`config.mk`:
```
export PLATFORM = sky130hd
export DESIGN_NAME = axi_slave_read_channel
export DESIGN_NICKNAME = d
export VERILOG_FILES = /design/src/rtl/axi_pkg.sv /design/src/rtl/axi_rdata_skid.sv /design/src/rtl/axi_slave_read_channel.sv
export SDC_FILE = /design/constraint.sdc
export NUM_CORES = 1
export LEC_CHECK = 0
export BUFFER_PORTS_ARGS = -buffer_cell sky130_fd_sc_hd__buf_2
export CAP_MARGIN = 0
export CORE_MARGIN = 8
export CORE_UTILIZATION = 40
export CTS_BUF_LIST = sky130_fd_sc_hd__clkbuf_4 sky130_fd_sc_hd__clkbuf_8 sky130_fd_sc_hd__clkbuf_16
export DETAILED_ROUTE_END_ITERATION = 8
export MAX_ROUTING_LAYER = met4
export PLACE_DENSITY_LB_ADDON = 0.15
export SETUP_SLACK_MARGIN = 0.05
export SYNTH_ARGS = -nofsm -noshare
export SYNTH_HDL_FRONTEND = slang
export SYNTH_SLANG_ARGS = --single-unit
```
`constraint.sdc`:
```
create_clock -name clk -period 2.02 [get_ports clk]
set_clock_uncertainty 0.05 [all_clocks]
set_input_delay 0.404 -clock clk [delete_from_list [all_inputs] [get_ports clk]]
set_output_delay 0.404 -clock clk [all_outputs]
set_load 0.02 [all_outputs]
```
`src/rtl/axi_pkg.sv`:
```
// Shared AXI constants and read-responder FSM state encoding.
package axi_pkg;

  localparam logic [1:0] AXI_BURST_INCR  = 2'b01;
  localparam logic [2:0] AXI_SIZE_4B     = 3'b010;
  localparam logic [1:0] AXI_RESP_OKAY   = 2'b00;
  localparam logic [1:0] AXI_RESP_SLVERR = 2'b10;

  typedef enum logic {
    IDLE  = 1'b0,
    BURST = 1'b1
  } rd_state_e;

endpackage

```
`src/rtl/axi_rdata_skid.sv`:
```
// Two-entry FIFO holding R beats {last, resp, data}; push and pop may coincide.
module axi_rdata_skid #(
  parameter int unsigned WIDTH = 35
) (
  input  logic             clk,
  input  logic             rst,
  input  logic             push_i,
  input  logic [WIDTH-1:0] din_i,
  input  logic             pop_i,
  output logic [WIDTH-1:0] head_o,
  output logic [1:0]       count_o
);

  logic [WIDTH-1:0] head_q, head_d;
  logic [WIDTH-1:0] tail_q, tail_d;
  logic [1:0]       count_q, count_d;

  // Shift the tail forward on pop; new data lands in the first free slot
  always_comb begin
    head_d  = head_q;
    tail_d  = tail_q;
    count_d = count_q;
    case ({push_i, pop_i})
      2'b10: begin
        if (count_q == 2'd0) head_d = din_i;
        else                 tail_d = din_i;
        count_d = count_q + 2'd1;
      end
      2'b01: begin
        head_d  = tail_q;
        count_d = count_q - 2'd1;
      end
      2'b11: begin
        if (count_q == 2'd1) begin
          head_d = din_i;
        end else begin
          head_d = tail_q;
          tail_d = din_i;
        end
      end
      default: ;
    endcase
  end

  // Storage registers
  always_ff @(posedge clk) begin
    if (rst) begin
      head_q  <= '0;
      tail_q  <= '0;
      count_q <= 2'd0;
    end else begin
      head_q  <= head_d;
      tail_q  <= tail_d;
      count_q <= count_d;
    end
  end

  assign head_o  = head_q;
  assign count_o = count_q;

endmodule

```
`src/rtl/axi_slave_read_channel.sv`:
```
// AXI4 read responder: one INCR burst at a time from a 1-cycle-latency memory port.
module axi_slave_read_channel
  import axi_pkg::*;
#(
  parameter int unsigned ADDR_WIDTH         = 32,
  parameter int unsigned READ_CHANNEL_WIDTH = 32,
  parameter int unsigned READ_BURST_LEN     = 8,
  parameter int unsigned MEM_ADDR_WIDTH     = 10
) (
  input  logic                          clk,
  input  logic                          rst,
  input  logic                          ARVALID,
  input  logic [ADDR_WIDTH-1:0]         ARADDR,
  input  logic [READ_BURST_LEN-1:0]     ARLEN,
  input  logic [2:0]                    ARSIZE,
  input  logic [1:0]                    ARBURST,
  output logic                          ARREADY,
  output logic                          RVALID,
  output logic [READ_CHANNEL_WIDTH-1:0] RDATA,
  output logic [1:0]                    RRESP,
  output logic                          RLAST,
  input  logic                          RREADY,
  output logic                          mem_ren,
  output logic [MEM_ADDR_WIDTH-1:0]     mem_raddr,
  input  logic [READ_CHANNEL_WIDTH-1:0] mem_rdata
);

  localparam int unsigned WORD_AW = ADDR_WIDTH - 2;
  localparam int unsigned CNT_W   = READ_BURST_LEN + 1;
  localparam int unsigned DW      = READ_CHANNEL_WIDTH;
  localparam int unsigned ENTRY_W = DW + 3;

  rd_state_e          state_q, state_d;
  logic [WORD_AW-1:0] waddr_q, waddr_d;
  logic [CNT_W-1:0]   issue_left_q, issue_left_d;
  logic               err_q, err_d;
  logic               inflight_q, inflight_last_q, inflight_err_q;

  logic               ar_ready_c, issue_c, oor_c, beat_err_c, r_last_fire_c;
  logic               skid_empty_c, skid_push_c, skid_pop_c, head_valid_c;
  logic [1:0]         skid_count;
  logic [ENTRY_W-1:0] skid_head, in_entry_c, head_entry_c;
  logic [DW-1:0]      in_data_c;
  logic [1:0]         in_resp_c;
  logic               unused_addr_lsb;

  assign unused_addr_lsb = ^ARADDR[1:0];

  // Issue gating: a beat needs a free slot counting the read already in flight
  assign ar_ready_c = (state_q == IDLE) && !rst;
  assign oor_c      = (waddr_q >> MEM_ADDR_WIDTH) != '0;
  assign beat_err_c = err_q || oor_c;
  assign issue_c    = (state_q == BURST) && (issue_left_q != '0) && !rst &&
                      (({1'b0, skid_count} + {2'b00, inflight_q}) < 3'd2);

  assign ARREADY   = ar_ready_c;
  assign mem_ren   = issue_c && !beat_err_c;
  assign mem_raddr = waddr_q[MEM_ADDR_WIDTH-1:0];

  // Beat returning this cycle; error beats carry zero data
  assign in_data_c  = inflight_err_q ? '0 : mem_rdata;
  assign in_resp_c  = inflight_err_q ? AXI_RESP_SLVERR : AXI_RESP_OKAY;
  assign in_entry_c = {inflight_last_q, in_resp_c, in_data_c};

  // Empty FIFO flows the returning beat straight through to R
  assign skid_empty_c = (skid_count == 2'd0);
  assign head_valid_c = !skid_empty_c || inflight_q;
  assign head_entry_c = skid_empty_c ? in_entry_c : skid_head;
  assign skid_pop_c   = !skid_empty_c && RREADY;
  assign skid_push_c  = inflight_q && !(skid_empty_c && RREADY);

  assign RVALID = head_valid_c && !rst;
  assign RDATA  = RVALID ? head_entry_c[DW-1:0] : '0;
  assign RRESP  = RVALID ? head_entry_c[DW+1:DW] : AXI_RESP_OKAY;
  assign RLAST  = RVALID && head_entry_c[DW+2];

  assign r_last_fire_c = RVALID && RREADY && RLAST;

  axi_rdata_skid #(
    .WIDTH (ENTRY_W)
  ) u_skid (
    .clk     (clk),
    .rst     (rst),
    .push_i  (skid_push_c),
    .din_i   (in_entry_c),
    .pop_i   (skid_pop_c),
    .head_o  (skid_head),
    .count_o (skid_count)
  );

  // Next-state: accept AR in IDLE, walk the address while issuing in BURST
  always_comb begin
    state_d      = state_q;
    waddr_d      = waddr_q;
    issue_left_d = issue_left_q;
    err_d        = err_q;
    case (state_q)
      IDLE: begin
        if (ARVALID && ar_ready_c) begin
          waddr_d      = ARADDR[ADDR_WIDTH-1:2];
          issue_left_d = CNT_W'(ARLEN) + CNT_W'(1);
          err_d        = (ARSIZE != AXI_SIZE_4B) || (ARBURST != AXI_BURST_INCR);
          state_d      = BURST;
        end
      end
      BURST: begin
        if (issue_c) begin
          waddr_d      = waddr_q + WORD_AW'(1);
          issue_left_d = issue_left_q - CNT_W'(1);
        end
        if (r_last_fire_c) state_d = IDLE;
      end
      default: state_d = IDLE;
    endcase
  end

  // State, counters and in-flight beat tags
  always_ff @(posedge clk) begin
    if (rst) begin
      state_q         <= IDLE;
      waddr_q         <= '0;
      issue_left_q    <= '0;
      err_q           <= 1'b0;
      inflight_q      <= 1'b0;
      inflight_last_q <= 1'b0;
      inflight_err_q  <= 1'b0;
    end else begin
      state_q         <= state_d;
      waddr_q         <= waddr_d;
      issue_left_q    <= issue_left_d;
      err_q           <= err_d;
      inflight_q      <= issue_c;
      inflight_last_q <= (issue_left_q == CNT_W'(1));
      inflight_err_q  <= beat_err_c;
    end
  end

endmodule

```
After elaboration in Yosys (flattened, before gate mapping)

Cells that the tools add are included.

Muxes and demuxes: 20
Equality and inequality tests: 11
Bitwise logic cells: 1
Reductions and logical operators: 29
Order comparisons: 1
Add/subtract/negate cells: 6

Operator list:

| kind                    | number |
|---|---|
| $mux W35                | 4 |
| $pmux W35 S3            | 1 |
| $pmux W35 S2            | 1 |
| $mux W32                | 2 |
| $mux W30                | 2 |
| $pmux W30 S2            | 1 |
| $add A30 B1 Y30 const B | 1 |
| $reduce_bool A30 Y1     | 1 |
| $mux W9                 | 2 |
| $pmux W9 S2             | 1 |
| $logic_and A1 B1 Y1     | 13 |
| $add A8 B1 Y9 const B   | 1 |
| $eq A9 B1 Y1 const B    | 1 |
| $reduce_bool A9 Y1      | 1 |
| $sub A9 B1 Y9 const B   | 1 |
| $ne A2 B1 Y1 const B    | 3 |
| $eq A2 B1 Y1 const B    | 2 |
| $eq A2 B2 Y1 const B    | 2 |
| $logic_not A1 Y1        | 4 |
| $mux W2                 | 2 |
| $ne A2 B2 Y1 const B    | 2 |
| $pmux W2 S2             | 1 |
| $reduce_and A2 Y1       | 2 |
| $reduce_bool A2 Y1      | 2 |
| 12 further kinds        | 15 |

Output and inout port bits: 48
Input bits: 81
Word-level logic and storage cells: 78
Register bits after elaboration: 116

Depth between registers and ports, before layout

Gate-level depths: netlist of run 1.

Word-level depth: 8
Gate-level depth with buffers: 8
Gate-level depth less buffers: 7

Cells and area by module

From an unflattened synthesis of run 1, not the netlist that was laid out.

Cell total of the unflattened synthesis: 878
Area, all modules: 6740.2 um^2

By module, submodules not included:

| module                 | instances | seq. area each (um^2) | area each (um^2) | cells each |
|---|---|---|---|---|
| axi_slave_read_channel | 1         | 880.8                 | 3662.3           | 541 |
| axi_rdata_skid         | 1         | 1441.4                | 3078.0           | 337 |

Least setup slack after synthesis of run 1

No wires, ideal clock.

Path kind: reg2out
Start point: reg u_skid.count_q[1] (netlist: u_skid.count_o[1])
End point: out RDATA[10]
Path slack: -0.130 ns
Arrival time: 1.696 ns
Cell stages (with the launch flop): 7
Cell sequence: dfxtp_1 inv_1 ha_1 buf_2 buf_1 mux2i_1 nor2_1

Cells in the longest elaborated chain, start to end: 5
Elaborated cells on any way between the ends: 6
Those cells by class: mux (2); reduce/logical (4)

RTL lines:

| what                   | RTL line                     | RTL |
|---|---|---|
| from (decl)            | axi_rdata_skid.sv:16         | `logic [1:0] count_q, count_d;` |
| from (signal assigned) | axi_rdata_skid.sv:54         | `count_q <= count_d;` |
| $logic_not A2 Y1 *     | axi_slave_read_channel.sv:66 | `assign skid_empty_c = (skid_count == 2'd0);` |
| $logic_not A1 Y1       | axi_slave_read_channel.sv:67 | `assign head_valid_c = !skid_empty_c \|\| inflight_q;` |
| $logic_or A1 B1 Y1     | axi_slave_read_channel.sv:67 |  |
| $logic_and A1 B1 Y1    | axi_slave_read_channel.sv:72 | `assign RVALID = head_valid_c && !rst;` |
| $mux W32 *             | axi_slave_read_channel.sv:73 | `assign RDATA = RVALID ? head_entry_c[DW-1:0] : '0;` |
| to (decl)              | axi_slave_read_channel.sv:19 | `output logic [READ_CHANNEL_WIDTH-1:0] RDATA,` |

Every way passes the cells marked *; elsewhere a longest branch is shown, timed or not.

Worst setup path after layout of run 1

Start point: reg waddr_q[22]
End point: out mem_ren

Cells in the longest elaborated chain, start to end: 4

RTL lines:

| what                   | RTL line                      | RTL |
|---|---|---|
| from (decl)            | axi_slave_read_channel.sv:34  | `logic [WORD_AW-1:0] waddr_q, waddr_d;` |
| from (signal assigned) | axi_slave_read_channel.sv:129 | `waddr_q <= waddr_d;` |
| $reduce_bool A30 Y1    | axi_slave_read_channel.sv:51  | `assign oor_c = (waddr_q >> MEM_ADDR_WIDTH) != '0;` |
| $logic_or A1 B1 Y1     | axi_slave_read_channel.sv:52  | `assign beat_err_c = err_q \|\| oor_c;` |
| $logic_not A1 Y1       | axi_slave_read_channel.sv:57  | `assign mem_ren = issue_c && !beat_err_c;` |
| $logic_and A1 B1 Y1    | axi_slave_read_channel.sv:57  |  |
| to (decl)              | axi_slave_read_channel.sv:23  | `output logic mem_ren,` |

Every way passes these cells.

==> reports/qor.txt, run 1 <==
Critical Setup Path Class: flop to output port
Die height: 143 um
Pwr dens: 1150 mW/mm^2
Distinct cells, synth: 64
Largest fanout on the critical path: 2
Fin. max-slew vios: 0
CTS tree: yes
Antenna violations before repair: 0
CTS Buffer Depth: 2
Worst r2r src: u_skid.count_o[1]
# setup viols final: 37
Critical Path RT: 1570 ps
NetSw: 4.06 mW
Crit. Startpoint: waddr_q[22]
# IOs: 129
H-tree levels: 4
Clock sinks: 115
Synth-to-layout area growth: 50.6%
Power share of the clock group: 25.5%
Setup Total Neg Slack: -7150 ps
Register share of total power: 26.3%
Mapped Avg Cell Area: 7.68 sq um
Ys async rst share: 0%
Core area: 0.0158 sq mm
Global-route congestion overflow total: 0
GRT Overall Usage: 21.7%
Vias/cell: 5.60
First-pass GRT wire length: 34.5 mm
Clock Pin Slew Worst Setup and Hold Paths: 50 ps
Post-detail-place hpwl: 13.5 mm
#FFs+latches synth: 115
Reg2Reg Depth: 10
Routed via count: 6970
Final wirelength: 22.5 mm
Hold Path Class: input pin to flop
Die Wd: 143 um
Vias in the first global route: 6796
Final period util: 120%
RSZ-0062 raised after global routing: yes
Drt pass-1 iters: 5
Skew-Pair Late Insertion Delay: 420 ps
LEAKAGE: 3.68 nW
Largest net degree at the start of global routing: 72
Gate power share: 48.1%
Warnings, synthesis: 0
Maximum vdd ir drop: 0.000848 V
Total Power: 11.2 mW
Synthesized area: 0.00646 sq mm
Max Cap Viol: 0
Worst slew pin tran: 799 ps
Final ANT Viol Nets: 0
Fin nets: 1107
Startpoint types: flop
Number of flops mapped to enable cells by yosys: 0
Main area contributors after synthesis: dfxtp_1, mux2i_1, nand2_1
Antenna Cells: 0
Crit path to: mem_ren
Seq/Total Area, Yosys: 35.6%
Initial Util: 40.8%
Cell count after synthesis: 842
FP Rows: 46
Setup slack, reg-to-reg: -10 ps
Status: complete, but fails checks
Die footprint: 0.0205 sq mm
Crit. End Element: output port
Fmax: 413 MHz
Top cells by count, synth: dfxtp_1, nand2_1, nor2_1, a21oi_1, a211oi_1
TritonCTS buffer count: 17
Placer congestion estimate: 0.809
Starting DRT DRC Count: 595
Internal: 7.13 mW
RR Endpoint: u_skid.head_o[1]
Final worst slack: -399 ps
Port buffer count: 126
Sw Ratio: 36.3%
DR WL/cell: 18.1 um
Yosys top cell by area: dfxtp_1
Tmin final: 2420 ps
Hold_ws: 225 ps
Non-filler instance count after layout: 1244
Dominant synthesized flop cell: dfxtp_1
Failing checks: setup timing
Worst slew margin: 46.7%
Post-CTS Hold Buffers: 0
Count of final hold-check violations: 0
DP Cell Count: 1179
Root buffer cell: clkbuf_16
Synthesized Nets: 930
Synth top area share: 35.6%
WP data arrival: 1970 ps
Cell with the most instances after synthesis: dfxtp_1
DRC: 0
Layout cell share with drive strength beyond 1: 36.5%
-- placed cells by master, fill, tap and decap left out, types with 5 or more instances in the layout --
cell       count
o221a_2        5
dfxtp_2        7
o21ai_0       33
o22ai_1       39
mux2i_1       11
ha_1           5
a21oi_1       67
nor4_1         8
clkbuf_8       5
clkbuf_16     20
dfxtp_1      107
a211oi_1      42
nand4_1       11
nor2_1        64
buf_12        16
buf_4         71
buf_2         88
mux2i_4       24
nor3_1        15
nand2_1      102
buf_6         48
nor2_2        14
mux2i_2        5
inv_1         15
nor2_4        23
nand3_1       29
buf_16         8
nor2b_1       43
a31oi_1        9
-- registers in the layout, summed over array words and instances (netlist names) --
name / cells
u_skid.head_o: 35
u_skid.tail_q: 34
waddr_q: 30
issue_left_q: 9
u_skid.count_o: 2
err_q: 1
inflight_err_q: 1
inflight_last_q: 1
inflight_q: 1
state_q: 1
-- per-layer routing --
layer,GRT usage [%],vias to the layer above,wire (um)
met5,-,-,0
met4,7.89,0,485
met3,4.61,40,915
met2,35.0,178,11100
met1,26.3,3359,10000
li1,-,3393,-
-- power groups by stage --
stage | sequential, mW | clock, mW | combinational (mW)
2_1_floorplan | 2.84 | 0 | 2.36
3_3_place_gp | 2.87 | 0 | 3.47
3_5_place_dp | 2.87 | 0 | 3.48
4_1_cts | 2.88 | 2.88 | 4.83
5_1_grt | 2.98 | 3.01 | 5.71
6_report | 2.95 | 2.86 | 5.39
-- worst min path at each step --
stage | from | endpoint | depth (start not counted)
floorplan | u_skid.head_o[32] | u_skid.head_o[32] | 2
global placement | u_skid.head_o[32] | u_skid.head_o[32] | 2
detailed placement | u_skid.head_o[32] | u_skid.head_o[32] | 2
CTS | ARVALID | state_q | 3
global route | ARSIZE[0] | err_q | 3
finish | ARVALID | state_q | 3
-- critical path, cell delays in order, from the launching register on --
cell	delay [ps]
dfxtp_1	300
or4_1	530
nor4_2	270
buf_4	170
nor2b_4	150
buf_6	120
-- final cells by class --
cell class,count,area [sq um]
sequential,115,2310
tap,216,270
fill,1372,6090
clock inverter,5,52.6
clock buffer,23,502
multi-input combinational,633,4400
timing repair buffer,234,2130
inverter,18,75.1
-- per-stage QoR --
step | instance area, sq um | worst slack (ps) | utilization (%)
final | 9740 | -399 | 61.5
after floorplan | 6600 | 77.3 | -
after global routing | 9740 | -496 | 61.5
after CTS | 9270 | -481 | 58.6
after global placement | 7820 | -236 | 49.4
after detailed placement | 7820 | -158 | 49.4
-- cell families after synthesis --
group | share of synthesized area [%]
AND/OR/NAND/NOR | 26.3
AO/OA/AOI/OAI | 23.0
flip-flops | 35.6
buffers and inverters | 6.54
multiplexers | 6.19
XOR/XNOR | 0.948
adder cells (fa/ha/maj) | 1.35
-- what timing repair did --
| action | 4_1_cts | 5_1_grt |
|---|---|---|
| buffers inserted | 18 | 13 |
| cloned | 8 | 3 |
| resized for setup | 151 | 57 |
| pin swaps | 16 | 31 |
| endpoints found under the setup margin | 42 | 44 |
(Power assumes the default switching activity.)
==> run 2: changes to the inputs <==
Settings changed: ABC_AREA set to 1.
==> run 2 against run 1 <==
  * The flow still finishes with violations (setup timing)
  * Synthesized cell count rose by 39%
  * Power fell by 16%
  * Count of clock-buffer cells in the layout fell by 1
  * Register-to-register slack improved by 120 ps
  * Global-route usage fell by 2.1 points
  * Sequential share of layout area rose by 1.0 points
  * Worst setup slack improved by 210 ps
  * Flip-flop and latch count did not move
  * Clock power rose by 8.4%
  * Design area fell by 4.3%
  * Critical path depth rose by 3
  * Utilization fell by 9.1 points
  * Critical endpoint is now RRESP[1]
==> reports/qor.txt, run 2 <==
Post-CTS Hold Buffers: 0 (unchanged)
Dpl ws: 39.5 ps (+198 ps)
Die height: 150 um (+4.9%)
Fin nets: 1368 (+24%)
# setup viols final: 36 (-2.7%)
Tmin final: 2210 ps (-213 ps)
Mapped Avg Cell Area: 6.15 sq um (-20%)
DR WL/cell: 14.3 um (-21%)
Power share of the clock group: 32.8% (+7.3 points)
GRT Overall Usage: 19.6% (-2.1 points)
Global-route congestion overflow total: 0 (unchanged)
Placer congestion estimate: 0.896 (+11%)
Die Wd: 150 um (+4.9%)
Skew-Pair Late Insertion Delay: 410 ps (about the same)
Pwr dens: 1010 mW/mm^2 (-12%)
Worst slew pin tran: 796 ps (-3.72 ps)
Reg2Reg Depth: 10 (unchanged)
Count of final hold-check violations: 0 (unchanged)
H-tree levels: 4 (unchanged)
Largest net degree at the start of global routing: 78 (+8.3%)
Hold Crit Depth: 3 (unchanged)
Antenna violations before repair: 0 (unchanged)
Simple-Gate Fraction of Synth Area: 29.0% (+2.7 points)
Warnings, synthesis: 0 (unchanged)
Die footprint: 0.0225 sq mm (+10%)
Startpoint types: flop
Main area contributors after synthesis: dfxtp_1, nand2_1, o21ai_0
Most frequent cells in the layout: nand2_1, nor2_1, o21ai_0
Cell with the most instances after synthesis: nand2_1
Main combinational cell family by area after synthesis: simple AND/OR/NAND/NOR gates
Setup slack, reg-to-reg: 110 ps (+120 ps)
Mux cell area share after synthesis: 0.278% (-5.9 points)
LEAKAGE: 3.94 nW (+6.9%)
First-pass GRT wire length: 35.2 mm (+2.2%)
Fin. max-slew vios: 0 (unchanged)
Final ANT Viol Nets: 0 (unchanged)
Antenna Cells: 0 (unchanged)
Ys async rst share: 0% (unchanged)
TritonCTS buffer count: 17 (unchanged)
Routed via count: 7738 (+11%)
Initial Util: 40.5% (-0.40 points)
Port buffer count: 126 (unchanged)
NetSw: 3.38 mW (-17%)
Drt pass-1 iters: 5 (unchanged)
WP data arrival: 1750 ps (-220 ps)
# IOs: 129 (unchanged)
Fillers: 1817 (+32%)
Flip-flop and latch area: 0.00231 sq mm (-0.16%)
Top cells by count, synth: nand2_1, nor2_1, o21ai_0, dfxtp_1, a21oi_1
Commonest non-fill, non-tap cell in the layout: nand2_1
Max Cap Viol: 0 (unchanged)
Final worst slack: -186 ps (+213 ps)
Cell count after synthesis: 1170 (+39%)
Post-detail-place hpwl: 14.6 mm (+8.6%)
Register share of total power: 29.8% (+3.5 points)
FP Rows: 49 (+6.5%)
Final wirelength: 21.7 mm (-3.7%)
WHS Endpoint: waddr_q[4]
#FFs+latches synth: 115 (unchanged)
Gate power share: 37.4% (-11 points)
Starting DRT DRC Count: 489 (-18%)
Clock Pin Slew Worst Setup and Hold Paths: 50 ps (about the same)
Multi-input gate area: 0.00430 sq mm (-2.2%)
Largest fanout on the critical path: 9 (+7)
Hold_sp: ARADDR[6]
Dominant synthesized flop cell: dfxtp_1
CTS Buffer Depth: 2 (unchanged)
Post-Synth Adder-Cell Area: 1.22% (-0.14 points)
Fmax: 453 MHz (+9.7%)
Hold Path Class: input pin to flop
Number of flip-flops in the largest register: 35 (unchanged)
Distinct cells, synth: 40 (-38%)
Synth top area share: 32.0% (-3.6 points)
Synth-to-layout area growth: 29.5%
Critical Setup Path Class: flop to output port
Final period util: 109% (-11 points)
Worst r2r src: waddr_q[11]
Hold_ws: 232 ps (+7.09 ps)
RR Endpoint: inflight_err_q
Sw Ratio: 35.8% (-0.51 points)
Critical Path RT: 1570 ps (about the same)
Maximum vdd ir drop: 0.000649 V (-23%)
DRC: 0 (unchanged)
Status: complete, but fails checks
Worst slew margin: 47.0% (+0.25 points)
XOR/XNOR Fraction of Synth Area: 0.974% (+0.026 points)
Crit. End Element: output port
Post-synthesis compound-gate area fraction: 24.8% (+1.7 points)
Clock sinks: 115 (unchanged)
RSZ-0062 raised after global routing: yes
Layout cell share with drive strength beyond 1: 22.4% (-14 points)
Vias in the first global route: 7216 (+6.2%)
Vias/cell: 5.08 (-9.3%)
Yosys top cell by area: dfxtp_1
Number of flops mapped to enable cells by yosys: 0 (unchanged)
Internal: 6.06 mW (-15%)
Synthesized Nets: 1258 (+35%)
Core area: 0.0178 sq mm (+12%)
Synthesized area: 0.00719 sq mm (+11%)
Failing checks: setup timing
Root buffer cell: clkbuf_16
Seq/Total Area, Yosys: 32.0% (-3.6 points)
CTS tree: yes
[run 2: cell count changes after synthesis, moves of 38 or more]
cell	change
mux2i_1	-38
nand2_1	+147
o22ai_1	-39
nor2b_1	-44
a21oi_1	+38
inv_1	+87
o21ai_0	+131
nor2_1	+78
[run 2: cell families (layout without fill, tap and decap cells)]
logic type | after synthesis | after routing
AOI/OAI and AO/OA | 332 | 332
xor gates and xnor gates | 8 | 8
adders and majority gates | 7 | 7
buffers and inverters | 196 | 319
DFF | 115 | 115
muxes | 2 | 2
and+or+nand+nor | 510 | 510
[run 2: power groups by stage]
stage	combinational (mW)	clock, mW	sequential (mW)
6_report	3.53	3.10	2.81
5_1_grt	3.92	3.27	2.85
4_1_cts	3.39	3.16	2.79
3_5_place_dp	3.03	0	2.82
3_3_place_gp	3.00	0	2.82
2_1_floorplan	2.21	0	2.76
[run 2: cell type report]
cell class / count / share of cell area [%]
clock buffer: 22 / 5.10
clock inverter: 10 / 1.41
inverter: 114 / 4.75
multi-input combinational: 859 / 46.1
sequential: 115 / 24.8
tap: 229 / 3.08
timing repair buffer: 173 / 14.7
[run 2: how the worst max path moves through the flow]
stage | start | to | slack [ps]
5_1_grt | u_skid.count_o[0] | RDATA[0] | -270
2_1_floorplan | u_skid.count_o[0] | RDATA[13] | 8
3_3_place_gp | u_skid.count_o[1] | RRESP[1] | 80
4_1_cts | u_skid.count_o[1] | RDATA[21] | -180
3_5_place_dp | u_skid.count_o[1] | RRESP[1] | 40
6_report | u_skid.count_o[0] | RRESP[1] | -190
[run 2: layer usage]
layer / GRT usage, % / wire length, um / up-vias
met4: 6.10 / 309 / 0
met1: 24.1 / 10000 / 3480
met2: 32.2 / 10300 / 185
met3: 3.61 / 1100 / 25
li1: - / - / 4048
met5: - / 0 / -
[run 2: timing repair]
item	CTS	global route
gates resized for setup	88	45
endpoints found under the setup margin	36	71
buffers inserted	10	1
cloned	2	1
pin swaps	5	4
[run 2: critical path, cell delays in order, from the launching register on]
cell	delay, ps
dfxtp_2	320
inv_2	70
ha_4	280
inv_2	110
nand2_1	70
o21ai_1	90
buf_4	160
nor2_1	100
buf_4	150
[run 2: per-stage QoR]
| stage | util (%) | power, mW | area [sq um] | TNS (ps) | instances |
|---|---|---|---|---|---|
| 6_report | 52.4 | 9.43 | 9320 | -5120 | 1522 |
| 4_1_cts | 51.6 | 9.34 | 9180 | -5260 | 1522 |
| 5_1_grt | 52.4 | 10.0 | 9320 | -7690 | 1522 |
| 2_1_floorplan | - | 4.98 | 7280 | 0 | 1170 |
| 3_3_place_gp | 46.2 | 5.82 | 8210 | 0 | 1478 |
| 3_5_place_dp | 46.2 | 5.86 | 8210 | 0 | 1478 |
